[config.mk]
export PLATFORM = sky130hd
export DESIGN_NAME = pll_reset_sequencer
export DESIGN_NICKNAME = d
export VERILOG_FILES = /design/src/rtl/pll_reset_sequencer.sv
export SDC_FILE = /design/constraint.sdc
export NUM_CORES = 1
export LEC_CHECK = 0
export ABC_AREA = 0
export BUFFER_PORTS_ARGS = -buffer_cell sky130_fd_sc_hd__buf_2
export CORE_MARGIN = 2
export CORE_UTILIZATION = 60
export CTS_BUF_LIST = sky130_fd_sc_hd__clkbuf_4
export DETAILED_ROUTE_END_ITERATION = 8
export PLACE_DENSITY = 0.89
export RECOVER_POWER = 100
export SETUP_SLACK_MARGIN = 0.15
export SYNTH_ARGS = -nofsm -noshare
export SYNTH_HDL_FRONTEND = slang
export SYNTH_SLANG_ARGS = --single-unit
[constraint.sdc]
create_clock -name clk -period 3 [get_ports clk]
set_clock_uncertainty 0.2 [all_clocks]
set_input_delay 0.45 -clock clk [delete_from_list [all_inputs] [get_ports clk]]
set_output_delay 0.45 -clock clk [all_outputs]
set_load 0.05 [all_outputs]
[src/rtl/pll_reset_sequencer.sv]
// Purpose:      supervises the PLL lock and sequences the system reset for logic clocked from it.
// Latency:      sys_rst_n rises SYNC_STAGES+STABLE_CYCLES+HOLD_CYCLES+1 edges after locked is first
//               sampled high; it falls SYNC_STAGES+1 edges after locked drops in S_RUN.
// Backpressure: none. The sequencer free-runs on the reference clock and has no handshake.
// Ports:
//   clk        free-running reference clock (not the PLL output)
//   rst_n      asynchronous active-low reset
//   locked     PLL lock indication, asynchronous to clk
//   pll_reset  active-high reset to the PLL
//   sys_rst_n  active-low system reset (asserted asynchronously, released synchronously)
//   run_en     enable for downstream counters, mirrors sys_rst_n
//   state      current FSM state code, for LEDs
//   loss_count saturating count of lock losses seen while running
module pll_reset_sequencer #(
  parameter int SYNC_STAGES    = 2,
  parameter int PLL_RST_CYCLES = 8,
  parameter int LOCK_TIMEOUT   = 1000000,
  parameter int STABLE_CYCLES  = 1024,
  parameter int HOLD_CYCLES    = 16,
  parameter int LOSS_CNT_W     = 8
) (
  input  logic                  clk,
  input  logic                  rst_n,
  input  logic                  locked,
  output logic                  pll_reset,
  output logic                  sys_rst_n,
  output logic                  run_en,
  output logic [2:0]            state,
  output logic [LOSS_CNT_W-1:0] loss_count
);

  typedef enum logic [2:0] {
    S_PLLRST = 3'd0,
    S_WAIT   = 3'd1,
    S_STABLE = 3'd2,
    S_HOLD   = 3'd3,
    S_RUN    = 3'd4
  } state_t;

  // One shared timer sized for the longest interval it ever has to count.
  localparam int MAX_A = (PLL_RST_CYCLES > LOCK_TIMEOUT) ? PLL_RST_CYCLES : LOCK_TIMEOUT;
  localparam int MAX_B = (STABLE_CYCLES > HOLD_CYCLES) ? STABLE_CYCLES : HOLD_CYCLES;
  localparam int MAXC  = (MAX_A > MAX_B) ? MAX_A : MAX_B;
  localparam int TW    = (MAXC > 1) ? $clog2(MAXC) : 1;

  localparam logic [TW-1:0] PLL_LAST    = TW'(PLL_RST_CYCLES - 1);
  localparam logic [TW-1:0] TIMEOUT_LAST = TW'(LOCK_TIMEOUT - 1);
  localparam logic [TW-1:0] STABLE_LAST = TW'(STABLE_CYCLES - 1);
  localparam logic [TW-1:0] HOLD_LAST   = TW'(HOLD_CYCLES - 1);

  logic [SYNC_STAGES-1:0] sync_q;
  logic                   lock_s;
  state_t                 state_q;
  state_t                 state_nxt;
  logic [TW-1:0]          timer_q;

  // Plain flop chain; lock_s is the only version of locked the FSM ever looks at.
  always_ff @(posedge clk or negedge rst_n) begin
    if (!rst_n) begin
      sync_q <= '0;
    end else begin
      sync_q <= {sync_q[SYNC_STAGES-2:0], locked};
    end
  end

  assign lock_s = sync_q[SYNC_STAGES-1];

  // Lock loss is always checked before completion, so a drop on the last
  // STABLE/HOLD cycle still falls back to S_WAIT. In S_WAIT a lock that
  // arrives on the timeout cycle beats the re-pulse.
  function automatic state_t next_state(input state_t cur, input logic [TW-1:0] tmr,
                                        input logic lk);
    state_t nxt;
    nxt = S_PLLRST;
    case (cur)
      S_PLLRST: nxt = (tmr == PLL_LAST) ? S_WAIT : S_PLLRST;
      S_WAIT: begin
        if (lk)                        nxt = S_STABLE;
        else if (tmr == TIMEOUT_LAST)  nxt = S_PLLRST;
        else                           nxt = S_WAIT;
      end
      S_STABLE: begin
        if (!lk)                       nxt = S_WAIT;
        else if (tmr == STABLE_LAST)   nxt = S_HOLD;
        else                           nxt = S_STABLE;
      end
      S_HOLD: begin
        if (!lk)                       nxt = S_WAIT;
        else if (tmr == HOLD_LAST)     nxt = S_RUN;
        else                           nxt = S_HOLD;
      end
      S_RUN:    nxt = lk ? S_RUN : S_WAIT;
      default:  nxt = S_PLLRST;
    endcase
    return nxt;
  endfunction

  assign state_nxt = next_state(state_q, timer_q, lock_s);

  // Outputs are decoded from the next state so they move on the same edge as state.
  always_ff @(posedge clk or negedge rst_n) begin
    if (!rst_n) begin
      state_q    <= S_PLLRST;
      timer_q    <= '0;
      pll_reset  <= 1'b1;
      sys_rst_n  <= 1'b0;
      run_en     <= 1'b0;
      loss_count <= '0;
    end else begin
      state_q   <= state_nxt;
      pll_reset <= (state_nxt == S_PLLRST);
      sys_rst_n <= (state_nxt == S_RUN);
      run_en    <= (state_nxt == S_RUN);

      // Timer restarts on every state change; it is frozen in S_RUN where
      // nothing is being timed, so it never wraps.
      if (state_nxt != state_q) begin
        timer_q <= '0;
      end else if (state_q != S_RUN) begin
        timer_q <= timer_q + TW'(1);
      end

      if ((state_q == S_RUN) && !lock_s && (loss_count != {LOSS_CNT_W{1'b1}})) begin
        loss_count <= loss_count + LOSS_CNT_W'(1);
      end
    end
  end

  assign state = state_q;

endmodule
==> results.cfg, run 1 <==
[outcome]
status = finished with violations
violations = capacitance limit, slew limit

[layout]
num_antenna_cells = 0
final_nets = 240
drive_above_1_share = 0.0720
area.growth.synth_to_final_pct = 6.68
final_area_um2 = 2140

[yosys]
yosys-top-cells-count = 34 x dfrtp_1, 18 x nand2_1, 18 x o21ai_0
ys_ff_latch = 35
synth_warnings = 0
syn_area_um2 = 2000
synth_ff_type = dfrtp_1
synth-async-reset-ratio = 1.00
synth_top_area_share = 0.425
yosysSeqAreaShare = 0.438
synth_nets = 228
synth_edf_count = 0
yosys.cell_types.count = 41
syn_area_per_cell_um2 = 8.98
yosysMostFrequentCell = dfrtp_1
netlist_top_cells_area = dfrtp_1 42%, o21ai_0 4.5%, xnor2_1 4.4%
synthCells = 223
yosys.area.top_type = dfrtp_1

[power]
ir_worst_vdd_mv = 0.482
p_int_w = 0.000750
switching_share = 0.403
p_sw_w = 0.000507
p_clk_frac = 0.209
p_comb_frac = 0.331
p_per_area_nw_per_um2 = 588
p_seq_frac = 0.460
p_leak_nw = 0.895

[grt]
grt_pass1_wl_mm = 7.13
grt_overflow_total = 0
grt_pass1_vias = 1594
grt_antenna_before_repair = 0
grt_max_degree = 36
grt.total_usage = 0.256

[sta]
setup_viol = 0
slew_violations = 36
slew_headroom = -0.227
hold_viol_final = 0
max_slew.worst_pin.slew_ps = 1840
fin_crit_sh = 0.916
finalSetupTns_ps = 0
rsz0062_at_grt = no
fmax_mhz = 364
layout_min_cycle_time_ps = 2750

[worst_setup_path]
cpMaxStageDelayCell = or4_1
crit_arrival_ps = 2820
end_kind = register
rr_worst_depth = 6
crit_path_cell_trace = or4_1 > or4_1 > o31ai_1 > o2111a_2 > inv_1 > nor3_2
startpoint_type = register
reg2reg_slack_ps = 250
path_max_fanout = 12
timing.rr.end = pll_reset$_DFF_PN1_
r2r-start = timer_q[8]$_DFFE_PN0P_
worstSetupPathType = reg -> reg
cp_common_cell = or4_1
crit_path_max_incr_delay_ps = 510
cp.required_ps = 3080

[route]
drt_wl_total_mm = 4.39
drtIter0Drc = 227
drt-pass1-iter-count = 4
vias = 1741
drt.antenna.violating_nets = 0
drc = 0
via_per_inst = 6.22
wire_per_inst_um = 15.7

[floorplan]
die_w_um = 61.8
die_area_um2 = 3820
core_area_um2 = 3100
start_util = 0.646
num_io_pins = 17
rows = 20
die_h_um = 61.8

[min_path]
worstHoldPathType = reg -> reg
min-delay-start = sync_q[0]$_DFF_PN0_
hold_depth = 0
hold_path_end = sync_q[1]$_DFF_PN0_

[clocking]
clk_latency_ps = 340
root_buffer = clkbuf_4
cts_sinks = 35
cts_buffer_depth = 2
cts_buffers = 5
cts_tree = yes
path_clk_slew_ps = 100
h-tree-depth = 2

[placement]
port_buffers = 16
gp_congestion = 0.915
post-dp-hpwl_mm = 2.93
placed_area_um2 = 2080

[job]
cap_violations = 1
kinds of logic after synthesis:
| kind of cell | count (synthesis) | synth area share |
|---|---|---|
| simple gates | 85 | 0.223 |
| fa+ha+maj | 2 | 0.0125 |
| buf+inv | 24 | 0.0531 |
| compound gates | 52 | 0.160 |
| mux | 6 | 0.0306 |
| xor+xnor | 19 | 0.0831 |
| flops | 35 | 0.438 |
per-layer routing:
layer / part of all wire / GRT usage / wire length (µm) / up-vias
li1: - / - / - / 827
met2: 0.47 / 0.398 / 2040 / 93
met1: 0.44 / 0.345 / 1930 / 809
met5: 0 / 0 / 0 / -
met4: 0.017 / 0.0790 / 74 / 0
met3: 0.078 / 0.0766 / 342 / 12
power groups by stage:
stage | Sequential [W] | Combinational, W | Clock, W
after global placement | 0.000583 | 0.000400 | 0
final | 0.000578 | 0.000416 | 0.000263
after CTS | 0.000575 | 0.000420 | 0.000266
after global routing | 0.000585 | 0.000452 | 0.000291
after detailed placement | 0.000585 | 0.000414 | 0
after floorplan | 0.000611 | 0.000309 | 0
cell usage in the layout (no fill, tap or decap), types with 7 or more instances in the layout:
cell type,count
inv_1,9
xor2_1,9
o21ai_0,19
nor3_1,13
xnor2_1,10
nand2_1,18
nor4_1,7
o22ai_1,7
o21a_1,7
clkbuf_1,15
clkbuf_4,7
dfrtp_1,34
nand3_1,13
nor2_1,13
a21oi_1,9
flip-flops by register name (all words and copies together), names as in the netlist:
register,cells
loss_count,8
run_en,1
state,3
sync_q,2
pll_reset,1
timer_q,20
critical path, delay by kind of cell, from the launching register on:
| family | cells | cell delay, ps |
|---|---|---|
| and+or+nand+nor | 3 | 1150 |
| AOI/OAI and AO/OA | 2 | 700 |
| DFF | 1 | 460 |
| buffers and inverters | 1 | 170 |
worst max-delay path by stage:
stage | slack [ps] | cells after the start | start | to
6_report | 250 | 6 | timer_q[8]$_DFFE_PN0P_ | pll_reset$_DFF_PN1_
4_1_cts | 330 | 6 | timer_q[8]$_DFFE_PN0P_ | pll_reset$_DFF_PN1_
3_5_place_dp | 370 | 6 | timer_q[8]$_DFFE_PN0P_ | pll_reset$_DFF_PN1_
5_1_grt | 160 | 6 | timer_q[8]$_DFFE_PN0P_ | timer_q[7]$_DFFE_PN0P_
2_1_floorplan | 360 | 8 | state[1]$_DFF_PN0_ | timer_q[18]$_DFFE_PN0P_
3_3_place_gp | 440 | 6 | timer_q[8]$_DFFE_PN0P_ | pll_reset$_DFF_PN1_
metrics by stage:
stage | util | total power, W | hold slack (ps) | worst slack, ps | std cells
floorplan | - | 0.000920 | -45.6 | 362 | 223
global placement | 0.671 | 0.000983 | 135 | 441 | 270
detailed placement | 0.671 | 0.000998 | 140 | 368 | 270
CTS | 0.692 | 0.00126 | 11.0 | 333 | 279
global route | 0.689 | 0.00133 | 178 | 157 | 280
finish | 0.689 | 0.00126 | 167 | 251 | 280
final cells by class:
cell class	instances	area (µm²)
multi-input cells	164	1020
fillers	238	966
flip-flops and latches	35	877
repair buffers	20	93.8
well taps	44	55.1
clock buffers	7	52.6
inverters	9	33.8
clock inverters	1	5.00
what timing repair did:
action	4_1_cts	5_1_grt
setup buffers	0	0
hold endpoints to repair	27	1
resized for setup	0	0
hold buffers	1	1
Note: power is estimated with default switching activity, not from simulation.
==> inputs of run 2 (changes only) <==
Settings changed: CORE_ASPECT_RATIO set to 1.4.
==> run 2 against run 1 <==
Compared with the run above: the flow still finishes with violations (capacitance limit, slew limit); register-to-register slack improved by 60 ps; sequential share of layout area shrank 0.87 points; clock-buffer cell count decreased by 2; cell area grew 2.2%; fmax grew 2.1%; flip-flop and latch count stayed put; utilization increased by 0.37 points; routed wire length rose by 2.9%; first-iteration DRC count fell by 72%; non-clock buffer count rose by 2; highest routed layer unchanged.
==> results.cfg, run 2 (same netlist as run 1, synthesis figures left out) <==
[grt]
grt_pass1_vias = 1604
grt.total_usage = 0.260
grt_overflow_total = 0
grt_antenna_before_repair = 0
grt_pass1_wl_mm = 7.35
grt_max_degree = 36

[worst_setup_path]
cp.required_ps = 3090
crit_cells = 6
startpoint = timer_q[8]$_DFFE_PN0P_
r2r-start = timer_q[8]$_DFFE_PN0P_
worstSetupPathType = reg -> reg
crit_path_max_incr_delay_ps = 520
cpMaxStageDelayCell = or4_1
crit_family = simple AND/OR/NAND/NOR gates
cp_common_cell = or4_1
timing.rr.end = pll_reset$_DFF_PN1_
path_max_fanout = 12
crit_end = pll_reset$_DFF_PN1_
end_kind = register
rr_worst_depth = 6
reg2reg_slack_ps = 310
crit_arrival_ps = 2780
startpoint_type = register
crit_path_cell_trace = or4_1 > or4_1 > o31ai_1 > o2111a_2 > inv_1 > nor3_1
cp_num_buf_inv = 1

[route]
drt.antenna.violating_nets = 0
drt-pass1-iter-count = 4
drt_wl_total_mm = 4.51
via_per_inst = 6.29
vias = 1743
wire_per_inst_um = 16.3
drc = 0
drtIter0Drc = 63

[clocking]
cts_sinks = 35
h-tree-depth = 2
ctsResizeCount = 0
path_clk_slew_ps = 130
root_buffer = clkbuf_4
cts_buffers = 5
clk_latency_ps = 360
cts_tree = yes
cts_buffer_depth = 2

[placement]
post-dp-hpwl_mm = 3.11
gp_congestion = 0.903
place_ws_ps = 375
port_buffers = 16
placed_area_um2 = 2090

[sta]
slew_headroom = -0.231
fin_crit_sh = 0.898
max_slew.worst_pin.slew_ps = 1850
setup_viol = 0
rsz0062_at_grt = no
finalSetupTns_ps = 0
hold_ws_ps = 182
setup_slack_ps = 307
fmax_mhz = 371
layout_min_cycle_time_ps = 2690
slew_violations = 36
hold_viol_final = 0

[floorplan]
die_h_um = 72.4
num_io_pins = 17
start_util = 0.635
die_area_um2 = 3820
rows = 24
core_area_um2 = 3150
die_w_um = 52.8

[min_path]
hold_depth = 0
worstHoldPathType = reg -> reg

[layout]
final_nets = 242
mostFrequentLayoutCell = dfrtp_1
regMostFlops = timer_q
largest_register_ffs = 20
area.growth.synth_to_final_pct = 8.99
drive_above_1_share = 0.0672
num_antenna_cells = 0
final_area_um2 = 2180
final_util = 0.692
final_cell_mix = 34 x dfrtp_1, 19 x o21ai_0, 18 x nand2_1, 17 x clkbuf_1, 14 x nor3_1

[power]
ir_worst_vdd_mv = 0.579
p_leak_nw = 0.912
p_per_area_nw_per_um2 = 648

[outcome]
violations = capacitance limit, slew limit
status = finished with violations

[job]
cap_violations = 1
[run 2: repair_timing]
action | CTS | global route
buffers inserted | 0 | 0
hold buffers | 2 | 0
hold endpoints to repair | 35 | 0
[run 2: metal layers]
metal / track usage / wire length (µm) / share of wire / vias up
li1: - / - / - / 829
met1: 0.322 / 1920 / 0.42 / 861
met2: 0.436 / 2320 / 0.51 / 45
met3: 0.0556 / 205 / 0.045 / 8
met4: 0.103 / 74 / 0.016 / 0
met5: 0 / 0 / 0 / -
[run 2: stage by stage]
| step | cells | power [W] |
|---|---|---|
| after CTS | 277 | 0.00144 |
| after floorplan | 223 | 0.000920 |
| final | 277 | 0.00142 |
| after global routing | 277 | 0.00149 |
| after detailed placement | 267 | 0.00101 |
| after global placement | 267 | 0.000991 |
[run 2: area by class of cell]
cell class / instances / area, µm²
clock buffers: 5 / 37.5
clock inverters: 3 / 67.6
multi-input cells: 164 / 1010
repair buffers: 22 / 104
fillers: 253 / 970
inverters: 9 / 33.8
flip-flops and latches: 35 / 877
well taps: 39 / 48.8
[run 2: worst min-delay path by stage]
stage,endpoint,startpoint,slack [ps]
after floorplan,loss_count[0]$_DFFE_PN0P_,rst_n,-50
final,sync_q[1]$_DFF_PN0_,sync_q[0]$_DFF_PN0_,180
after CTS,sync_q[1]$_DFF_PN0_,sync_q[0]$_DFF_PN0_,180
after detailed placement,sync_q[1]$_DFF_PN0_,sync_q[0]$_DFF_PN0_,140
after global placement,sync_q[1]$_DFF_PN0_,sync_q[0]$_DFF_PN0_,130
after global routing,sync_q[1]$_DFF_PN0_,sync_q[0]$_DFF_PN0_,190
[run 2: where the power goes]
group	total, W	switching (W)	internal (W)
Sequential	0.000581	0.0000645	0.000516
Clock	0.000432	0.000173	0.000259
Combinational	0.000403	0.000279	0.000124
Total	0.00142	0.000517	0.000899
